$ cat src/rtl/video_timing_pkg.sv
// Geometry constant sets (NTSC 525i, PAL 625i) and shared types for the composite timing path.
package video_timing_pkg;

    localparam int DEFAULT_CNT_W = 11;

    localparam int NTSC_H_TOTAL          = 1588;
    localparam int NTSC_H_SYNC           = 118;
    localparam int NTSC_H_BACK_PORCH     = 152;
    localparam int NTSC_H_ACTIVE         = 1280;
    localparam int NTSC_H_VSYNC_PULSE_LEN = 678;
    localparam int NTSC_H_EQ_PULSE_LEN   = 58;
    localparam int NTSC_H_BURST_START    = 132;
    localparam int NTSC_H_BURST_END      = 196;
    localparam int NTSC_V_FIELD_HL       = 525;
    localparam int NTSC_V_EQ_HL          = 6;
    localparam int NTSC_V_ACT_START      = 42;
    localparam int NTSC_V_ACT_LINES      = 240;

    localparam int PAL_H_TOTAL           = 1600;
    localparam int PAL_H_SYNC            = 118;
    localparam int PAL_H_BACK_PORCH      = 186;
    localparam int PAL_H_ACTIVE          = 1280;
    localparam int PAL_H_VSYNC_PULSE_LEN = 682;
    localparam int PAL_H_EQ_PULSE_LEN    = 59;
    localparam int PAL_H_BURST_START     = 140;
    localparam int PAL_H_BURST_END       = 196;
    localparam int PAL_V_FIELD_HL        = 625;
    localparam int PAL_V_EQ_HL           = 5;
    localparam int PAL_V_ACT_START       = 46;
    localparam int PAL_V_ACT_LINES       = 288;

    typedef enum logic [1:0] {
        SYNC_NORMAL,
        SYNC_EQ,
        SYNC_BROAD
    } sync_kind_e;

endpackage

$ cat src/rtl/video_sync_pulse.sv
// Composite sync decode: horizontal position plus field-relative half-line -> sync_n.
module video_sync_pulse
    import video_timing_pkg::*;
#(
    parameter int CNT_W             = DEFAULT_CNT_W,
    parameter int H_TOTAL           = NTSC_H_TOTAL,
    parameter int H_SYNC            = NTSC_H_SYNC,
    parameter int H_VSYNC_PULSE_LEN = NTSC_H_VSYNC_PULSE_LEN,
    parameter int H_EQ_PULSE_LEN    = NTSC_H_EQ_PULSE_LEN,
    parameter int V_EQ_HL           = NTSC_V_EQ_HL
) (
    input  logic [CNT_W-1:0] hcnt,
    input  logic [CNT_W-1:0] fcnt,
    output logic             sync_n
);

    localparam logic [CNT_W-1:0] HALF      = CNT_W'(H_TOTAL / 2);
    localparam logic [CNT_W-1:0] EQ_END1   = CNT_W'(V_EQ_HL);
    localparam logic [CNT_W-1:0] BROAD_END = CNT_W'(2 * V_EQ_HL);
    localparam logic [CNT_W-1:0] EQ_END2   = CNT_W'(3 * V_EQ_HL);
    localparam logic [CNT_W-1:0] SYNC_LEN  = CNT_W'(H_SYNC);
    localparam logic [CNT_W-1:0] BROAD_LEN = CNT_W'(H_VSYNC_PULSE_LEN);
    localparam logic [CNT_W-1:0] EQ_LEN    = CNT_W'(H_EQ_PULSE_LEN);

    sync_kind_e       kind;
    logic [CNT_W-1:0] hpos;
    logic [CNT_W-1:0] pulse_len;

    always_comb begin
        kind      = SYNC_NORMAL;
        pulse_len = EQ_LEN;
        if (fcnt < EQ_END1) begin
            kind = SYNC_EQ;
        end else if (fcnt < BROAD_END) begin
            kind = SYNC_BROAD;
        end else if (fcnt < EQ_END2) begin
            kind = SYNC_EQ;
        end
        if (kind == SYNC_BROAD) begin
            pulse_len = BROAD_LEN;
        end
        // Vertical-interval pulses repeat every half-line, so measure from the half-line start.
        hpos = (hcnt >= HALF) ? hcnt - HALF : hcnt;
        if (kind == SYNC_NORMAL) begin
            sync_n = !(hcnt < SYNC_LEN);
        end else begin
            sync_n = !(hpos < pulse_len);
        end
    end

endmodule

$ cat src/rtl/video_composite_timing.sv
// Parametrised composite video timing generator (interlaced / progressive, runtime selectable).
// Optional pal_switch output enabled by VIDEO_COMPOSITE_PAL_SWITCH_EN.
module video_composite_timing
    import video_timing_pkg::*;
#(
    parameter int H_TOTAL           = NTSC_H_TOTAL,
    parameter int H_SYNC            = NTSC_H_SYNC,
    parameter int H_BACK_PORCH      = NTSC_H_BACK_PORCH,
    parameter int H_ACTIVE          = NTSC_H_ACTIVE,
    parameter int H_VSYNC_PULSE_LEN = NTSC_H_VSYNC_PULSE_LEN,
    parameter int H_EQ_PULSE_LEN    = NTSC_H_EQ_PULSE_LEN,
    parameter int H_BURST_START     = NTSC_H_BURST_START,
    parameter int H_BURST_END       = NTSC_H_BURST_END,
    parameter int V_FIELD_HL        = NTSC_V_FIELD_HL,
    parameter int V_EQ_HL           = NTSC_V_EQ_HL,
    parameter int V_ACT_START       = NTSC_V_ACT_START,
    parameter int V_ACT_LINES       = NTSC_V_ACT_LINES,
    parameter int CNT_W             = DEFAULT_CNT_W
) (
    input  logic             clk,
    input  logic             rst,
    input  logic             progressive,
    output logic             next_frame,
    output logic             next_line,
    output logic             next_pixel,
    output logic             vblank_pulse,
    output logic             current_field,
    output logic             active,
    output logic             color_burst,
    output logic             sync_n,
    output logic [CNT_W-1:0] hcnt,
`ifdef VIDEO_COMPOSITE_PAL_SWITCH_EN
    output logic [CNT_W-1:0] vcnt,
    output logic             pal_switch
`else
    output logic [CNT_W-1:0] vcnt
`endif
);

    localparam logic [CNT_W-1:0] ONE      = CNT_W'(1);
    localparam logic [CNT_W-1:0] H_LAST   = CNT_W'(H_TOTAL - 1);
    localparam logic [CNT_W-1:0] H_MID    = CNT_W'(H_TOTAL / 2 - 1);
    localparam logic [CNT_W-1:0] NL_H     = CNT_W'(H_SYNC + H_BACK_PORCH - 1);
    localparam logic [CNT_W-1:0] ACT_H0   = CNT_W'(H_SYNC + H_BACK_PORCH);
    localparam logic [CNT_W-1:0] ACT_H1   = CNT_W'(H_SYNC + H_BACK_PORCH + H_ACTIVE);
    localparam logic [CNT_W-1:0] BURST_H0 = CNT_W'(H_BURST_START);
    localparam logic [CNT_W-1:0] BURST_H1 = CNT_W'(H_BURST_END);
    localparam logic [CNT_W-1:0] V_FIELD  = CNT_W'(V_FIELD_HL);
    localparam logic [CNT_W-1:0] V_LAST_I = CNT_W'(2 * V_FIELD_HL - 1);
    localparam logic [CNT_W-1:0] V_LAST_P = CNT_W'(V_FIELD_HL - 2);
    localparam logic [CNT_W-1:0] F_LAST_I = CNT_W'(V_FIELD_HL - 1);
    localparam logic [CNT_W-1:0] V_ACT0   = CNT_W'(V_ACT_START);
    localparam logic [CNT_W-1:0] V_ACT1   = CNT_W'(V_ACT_START + 2 * V_ACT_LINES);

    logic             prog_q;
    logic             line_act_q;
    logic             armed_q;
    logic             field;
    logic             line_end;
    logic             half_end;
    logic             v_wrap;
    logic             line_act_next;
    logic [CNT_W-1:0] fcnt;
    logic [CNT_W-1:0] vcnt_next;
    logic [CNT_W-1:0] fcnt_next;

    always_comb begin
        line_end      = (hcnt == H_LAST);
        half_end      = line_end || (hcnt == H_MID);
        v_wrap        = half_end && (vcnt == (prog_q ? V_LAST_P : V_LAST_I));
        field         = (vcnt >= V_FIELD);
        fcnt          = field ? vcnt - V_FIELD : vcnt;
        vcnt_next     = v_wrap ? '0 : vcnt + ONE;
        // Line activity is decided from the half-line about to start, so lines are never cut.
        fcnt_next     = (vcnt_next >= V_FIELD) ? vcnt_next - V_FIELD : vcnt_next;
        line_act_next = (fcnt_next >= V_ACT0) && (fcnt_next < V_ACT1);
    end

    always_ff @(posedge clk) begin
        if (rst) begin
            hcnt          <= '0;
            vcnt          <= '0;
            prog_q        <= progressive;
            line_act_q    <= 1'b0;
            armed_q       <= 1'b0;
            current_field <= 1'b0;
        end else begin
            hcnt <= line_end ? '0 : hcnt + ONE;
            if (half_end) begin
                vcnt <= vcnt_next;
            end
            if (v_wrap) begin
                prog_q <= progressive;
            end
            if (next_line) begin
                armed_q <= 1'b0;
            end
            if (line_end) begin
                line_act_q <= line_act_next;
                if (line_act_next && !line_act_q) begin
                    armed_q       <= 1'b1;
                    current_field <= field;
                end
            end
        end
    end

`ifdef VIDEO_COMPOSITE_PAL_SWITCH_EN
    always_ff @(posedge clk) begin
        if (rst || v_wrap) begin
            pal_switch <= 1'b0;
        end else if (line_end) begin
            pal_switch <= ~pal_switch;
        end
    end
`endif

    // Strobes (next_line, next_frame, vblank_pulse) are single-cycle and carry no backpressure.
    assign next_line    = (hcnt == NL_H);
    assign next_frame   = armed_q && next_line;
    assign next_pixel   = (hcnt >= ACT_H0) && (hcnt < ACT_H1);
    assign active       = line_act_q && next_pixel;
    assign color_burst  = line_act_q && (hcnt >= BURST_H0) && (hcnt < BURST_H1);
    assign vblank_pulse = half_end && (fcnt == (prog_q ? V_LAST_P : F_LAST_I));

    video_sync_pulse #(
        .CNT_W            (CNT_W),
        .H_TOTAL          (H_TOTAL),
        .H_SYNC           (H_SYNC),
        .H_VSYNC_PULSE_LEN(H_VSYNC_PULSE_LEN),
        .H_EQ_PULSE_LEN   (H_EQ_PULSE_LEN),
        .V_EQ_HL          (V_EQ_HL)
    ) u_sync (
        .hcnt  (hcnt),
        .fcnt  (fcnt),
        .sync_n(sync_n)
    );

endmodule

$ cat config.mk
export PLATFORM = sky130hd
export DESIGN_NAME = video_composite_timing
export DESIGN_NICKNAME = d
export VERILOG_FILES = /design/src/rtl/video_timing_pkg.sv /design/src/rtl/video_sync_pulse.sv /design/src/rtl/video_composite_timing.sv
export SDC_FILE = /design/constraint.sdc
export NUM_CORES = 1
export LEC_CHECK = 0
export CAP_MARGIN = 25
export CORE_ASPECT_RATIO = 0.5
export CORE_MARGIN = 5
export CORE_UTILIZATION = 47
export DETAILED_ROUTE_END_ITERATION = 7
export PLACE_DENSITY = 0.68
export SLEW_MARGIN = 40
export SYNTH_ARGS = -nofsm -noshare
export SYNTH_HDL_FRONTEND = slang
export SYNTH_HIERARCHICAL = 1
export SYNTH_SLANG_ARGS = --single-unit
export TNS_END_PERCENT = 20
$ cat constraint.sdc
create_clock -name clk -period 13.1 [get_ports clk]
set_input_delay 2.62 -clock clk [delete_from_list [all_inputs] [get_ports clk]]
set_output_delay 2.62 -clock clk [all_outputs]
set_load 0.02 [all_outputs]
# Yosys cells after proc, flatten, opt, wreduce, memory -nomap -nowiden
# Cells that the tools add are included.
# word_totals
reg_bits	26
inputBits	3
output_inout_bits	30
elab_cells	64
# classes
add_sub_neg	5
n_lt_le_gt_ge	14
n_eq_ne	6
n_mux	16
reduce_logical	17
# ops
cell	n
$mux 11	5
$ge 11x10->1 const B	3
$sub 11x10->11 const B	3
$add 11x1->11 const B	2
$eq 11x10->1	1
$eq 11x10->1 const B	1
$eq 11x11->1	1
$eq 11x11->1 const B	1
$eq 11x9->1 const B	1
$ge 11x6->1 const B	1
$ge 11x8->1 const B	1
$ge 11x9->1 const B	1
$lt 11x10->1	1
$lt 11x10->1 const B	1
$lt 11x11->1 const B	1
$lt 11x3->1 const B	1
$lt 11x4->1 const B	1
$lt 11x5->1 const B	1
$lt 11x7->1 const B	1
$lt 11x8->1 const B	1
$mux 10	1
$logic_and 1x1->1	9
$mux 1	7
$mux 2	2
other kinds (8)	10

# Depth between registers and ports, before layout
# logic_depth
depth_word	11
depth_mapped	22
depth_no_buf	21

# Hierarchy
# The synthesis kept the hierarchy.
# by_module_without_submodules
module	instances	cells_per_inst	area_per_inst_um2	seq_area_each_um2
video_composite_timing	1	317	2459.9	530.5
video_sync_pulse	1	82	589.3	0.0

# Worst setup path before layout
# Ideal clock, no wire load.
# synth_timing
path_type	flip-flop to output port
start	register vcnt[0]
end	output sync_n
arrival_ns	4.196
required_ns	10.480
path_slack_ns	6.284
stages_incl_launch_ff	20
path_buffers	0
cell_sequence	dfxtp_1 ha_1 inv_1 o21ai_1 nand3_1 nand3_1 a21oi_2 or2_1 or3_1 nor3_1 xor2_1 nor4_1 nand2_1 or3_1 ha_1 nand3_1 o32a_1 mux2i_1 o21bai_2 o32ai_1
# synth_via
elab_chain_len	11
elab_cells_between_ends	15
classes_between	add/sub: 1; order compare: 5; eq/ne: 1; mux: 6; reduce/logical: 2
# synth_rtl
element	line_no	source
start, declared	video_composite_timing.sv:36	output logic [CNT_W-1:0] vcnt
start signal, assigned	video_composite_timing.sv:90	vcnt <= vcnt_next;
$sub 11x10->11 or $ge 11x10->1 (tied branches)	video_composite_timing.sv:72, video_composite_timing.sv:71	
$mux 11 (*)	video_composite_timing.sv:72	fcnt = field ? vcnt - V_FIELD : vcnt;
named net fcnt[8]	video_composite_timing.sv:63	logic [CNT_W-1:0] fcnt;
$lt 11x5->1	video_sync_pulse.sv:36	end else if (fcnt < EQ_END2) begin
$mux 1	video_sync_pulse.sv:36	
$mux 2	video_sync_pulse.sv:34	end else if (fcnt < BROAD_END) begin
$mux 2 (*)	video_sync_pulse.sv:32	if (fcnt < EQ_END1) begin
$eq 2x2->1	video_sync_pulse.sv:39	if (kind == SYNC_BROAD) begin
$mux 10	video_sync_pulse.sv:39	
$lt 11x10->1	video_sync_pulse.sv:47	sync_n = !(hpos < pulse_len);
$logic_not 1->1	video_sync_pulse.sv:47	
$mux 1 (*)	video_sync_pulse.sv:44	if (kind == SYNC_NORMAL) begin
end, declared	video_composite_timing.sv:30	output logic sync_n,
# The timed path passes the listed nets; every way through them passes the cells marked *.

# Worst setup path in the final report
# Ends and elaborated chain as after synthesis.

==> impl_metrics.env <==
export IMPL_outcome="finished, final reports clean"
export IMPL_synth_cell_types=81
export IMPL_place_hpwl_um=5890
export IMPL_area_sequential_um2=531
export IMPL_num_nets_final=434
export IMPL_critical_path_endpoint_type="output pin"
export IMPL_via_count=3022
export IMPL_critical_path_cell_list="ha_1 > inv_1 > o21ai_1 > nand3_1 > nand3_1 > a21oi_2 > or2_1 > or3_1 > nor3_1 > xor2_1 > nor4_1 > nand2_1 > or3_1 > ha_1 > nand3_1 > o32a_1 > mux2i_1 > o21bai_2 > o32ai_1 > clkdlybuf4s50_1"
export IMPL_utilization_pct=55.7
export IMPL_numPortBuffers=32
export IMPL_dpl_instance_area_um2=3340
export IMPL_core_area_um2=6180
export IMPL_setup_viols_final=0
export IMPL_critPathRequiredTime_ns=10.48
export IMPL_final_wirelength_um=7970
export IMPL_rows=20
export IMPL_detail_route_iter0_violations=321
export IMPL_unrepaired_setup_endpoints_after_global_routing="no"
export IMPL_multi_input_combinational_cell_area_um2=2310
export IMPL_routed_via_density=6.02
export IMPL_final_critical_path_setup_slack_ns=5.19
export IMPL_hold_path_class="register to register"
export IMPL_die_width_um=124
export IMPL_cts_resized=0
export IMPL_grt_start_max_net_pins=19
export IMPL_worst_skew_late_latency_ns=0.26
export IMPL_min_period_over_period_pct=60.4
export IMPL_timing_worst_setup_path_type="register to output pin"
export IMPL_relSlewSlack_pct=51.9
export IMPL_cts_htree_levels=1
export IMPL_power_density_cell_area_nw_per_um2=53.1
export IMPL_drt_pass1_iterations=5
export IMPL_grt_pass1_vias=2798
export IMPL_critical_path_top_cell_by_count="sky130_fd_sc_hd__nand3_1"
export IMPL_ys_dominant_reg_cell="sky130_fd_sc_hd__dfxtp_1"
export IMPL_track_usage_pct=20.0
export IMPL_die_area_um2=8300
export IMPL_static_leakage_power_nw=1.34
export IMPL_postCtsSetupRepairBufs=0
export IMPL_worstSetupStartpointType="register"
export IMPL_detail_route_drc_violations=0
export IMPL_crit_path_top_delay_cell="sky130_fd_sc_hd__dfxtp_1"
export IMPL_fillers=601
export IMPL_setup_tns_final_ns=0
export IMPL_clock_fmax_mhz=126
export IMPL_holdBufCountCts=0
export IMPL_initial_core_utilization_pct=49.3
export IMPL_yosys_warnings=6
export IMPL_cp_top_family="simple AND/OR/NAND/NOR gates"
export IMPL_timing_final_hold_violations=0
export IMPL_clock_skew_final_ns=0.0113
export IMPL_mappedNetlistArea_um2=3050
export IMPL_number_of_ports_placed_on_the_die_boundary=33
export IMPL_syn_nets=418
export IMPL_grt_first_pass_wirelength_um=13700
export IMPL_synth_enable_flop_cells=1
export IMPL_tightest_slew_ns=0.721
export IMPL_grt_remaining_overflow=0
export IMPL_max_clock_path_buffers=2
export IMPL_wl_per_cell_um=15.9
export IMPL_diodes=0
export IMPL_cts_tree="built"
export IMPL_timing_critical_path_fanout_max=17
export IMPL_area_growth_syn_to_layout_pct=12.9
export IMPL_worst_ir_drop_vdd_mv=0.0457
export IMPL_number_of_instances_in_the_synthesized_netlist=399
export IMPL_max_cap_violations=0
export IMPL_async_reset_ff_share_pct=0
export IMPL_cp_data_arrival_time_ns=5.29
export IMPL_drive_above_1_share_pct=8.21
export IMPL_ys_seq_area_share_pct=17.4
export IMPL_fp_dieH_um=67.0
export IMPL_average_cell_area_after_synthesis_um2=7.64
export IMPL_synth_ff_latch_count=26
export IMPL_clkSinkCount=26
export IMPL_cts_made_buffers=3
export IMPL_period_minus_slack_ns=7.91
export IMPL_pre_cts_slack_ns=5.47
export IMPL_critical_path_max_stage_delay_ns=0.79
export IMPL_slew_violations=0
export IMPL_drt_antenna_violating_nets=0
export IMPL_cts_reportedPaths_clkPinSlew_ns=0.07
export IMPL_global_placer_s_final_weighted_congestion=0.904
export IMPL_total_power_mw=0.183
export IMPL_antenna_violations_before_repair=0
export IMPL_clk_root_buffer_cell="sky130_fd_sc_hd__clkbuf_16"
export IMPL_stdcell_area_um2=3440
export IMPL_timing_critical_path_buf_inv=2
==> tightest hold or removal path, stage by stage, from the launching register on <==
cell and delay (ns):
sky130_fd_sc_hd__dfxtp_1 0.31, sky130_fd_sc_hd__nand2b_1 0.06, sky130_fd_sc_hd__a21oi_1 0.06
==> cell usage in the layout, fill, tap and decap left out, types with 3 or more instances in the layout <==
cell	count
sky130_fd_sc_hd__or3_1	8
sky130_fd_sc_hd__clkdlybuf4s50_1	32
sky130_fd_sc_hd__and4b_1	3
sky130_fd_sc_hd__nor3_1	8
sky130_fd_sc_hd__a31oi_1	4
sky130_fd_sc_hd__o21ai_0	13
sky130_fd_sc_hd__a21oi_1	21
sky130_fd_sc_hd__and3_1	3
sky130_fd_sc_hd__a22oi_1	5
sky130_fd_sc_hd__nand4_1	10
sky130_fd_sc_hd__o21ai_1	3
sky130_fd_sc_hd__and4_1	3
sky130_fd_sc_hd__ha_1	16
sky130_fd_sc_hd__xor2_1	14
sky130_fd_sc_hd__and2_1	8
sky130_fd_sc_hd__o211ai_1	4
sky130_fd_sc_hd__a21o_1	3
sky130_fd_sc_hd__o2111ai_1	4
sky130_fd_sc_hd__nand2_1	39
sky130_fd_sc_hd__mux2i_1	5
sky130_fd_sc_hd__nand3_1	16
sky130_fd_sc_hd__clkbuf_16	3
sky130_fd_sc_hd__dfxtp_1	25
sky130_fd_sc_hd__nand2b_1	9
sky130_fd_sc_hd__inv_1	18
sky130_fd_sc_hd__xnor2_1	21
sky130_fd_sc_hd__nor2b_1	5
sky130_fd_sc_hd__nor2_1	44
sky130_fd_sc_hd__nor4_1	4
==> Yosys cell counts (all sizes together), types with 4 or more instances <==
cell / count / share of area (%)
or3: 9 / 2.0
dfxtp: 25 / 16
nand2b: 9 / 1.8
o31ai: 4 / 1.9
nor2: 45 / 5.8
buf: 13 / 3.4
o2111ai: 4 / 1.1
a211o: 4 / 1.5
and2: 8 / 1.6
clkbuf: 7 / 0.90
nor3: 10 / 2.0
nor2b: 5 / 1.0
nand4: 12 / 2.9
a31oi: 5 / 1.2
mux2i: 6 / 2.1
nor4: 7 / 2.3
nand2: 40 / 5.2
and4: 4 / 1.2
a22oi: 5 / 1.2
o21ai: 17 / 2.9
ha: 16 / 6.6
and4b: 4 / 1.4
o211ai: 4 / 0.98
inv: 18 / 2.2
xnor2: 22 / 6.6
nand3: 17 / 3.0
a21oi: 23 / 4.0
xor2: 14 / 4.0
==> layout make-up <==
type,instances,area share (%)
inverters,18,1.96
clock inverters,1,0.872
multi-input cells,334,67.1
well taps,88,3.20
repair buffers,32,9.30
flip-flops and latches,26,15.4
clock buffers,3,2.18
==> worst paths after layout <==
path / from / end / slack [ns] / cells past startpoint
hold / removal: armed_q / armed_q / 0.47 / 2
setup / recovery: vcnt[0] / sync_n / 5.19 / 20
hold reg to reg: armed_q / armed_q / 0.47 / 2
setup reg to reg: hcnt[1] / current_field / 9.23 / 15
==> cell families after synthesis <==
group	share of synthesized area (%)
xor gates and xnor gates	10.6
adders and majority gates	6.57
muxes	2.46
and+or+nand+nor	35.1
DFF	17.4
AOI/OAI and AO/OA	21.0
buffers and inverters	6.85
==> stage by stage <==
step	hold slack [ns]	instances
after floorplan	0.446	399
after global placement	0.459	498
after detailed placement	0.464	498
after CTS	0.476	502
after global routing	0.503	502
final	0.473	502
==> power breakdown <==
part / leakage [nW] / internal [mW] / switching [mW] / total (mW)
sequential: 0.212 / 0.0804 / 0.00293 / 0.0834
combinational: 1.08 / 0.00431 / 0.00533 / 0.00964
clock: 0.0511 / 0.0608 / 0.0290 / 0.0899
==> flip-flops by register name, summed over array words and instances, names as in the netlist <==
name           count
prog_q             1
current_field      1
line_act_q         1
hcnt              11
armed_q            1
vcnt              11
==> routing by layer <==
layer	track usage, %	routed length (um)	vias to the layer above
li1	-	-	1476
met1	27.6	3800	1432
met2	33.6	3670	106
met3	2.97	416	8
met4	3.55	85	0
met5	0	0	-
(Power assumes the default switching activity.)
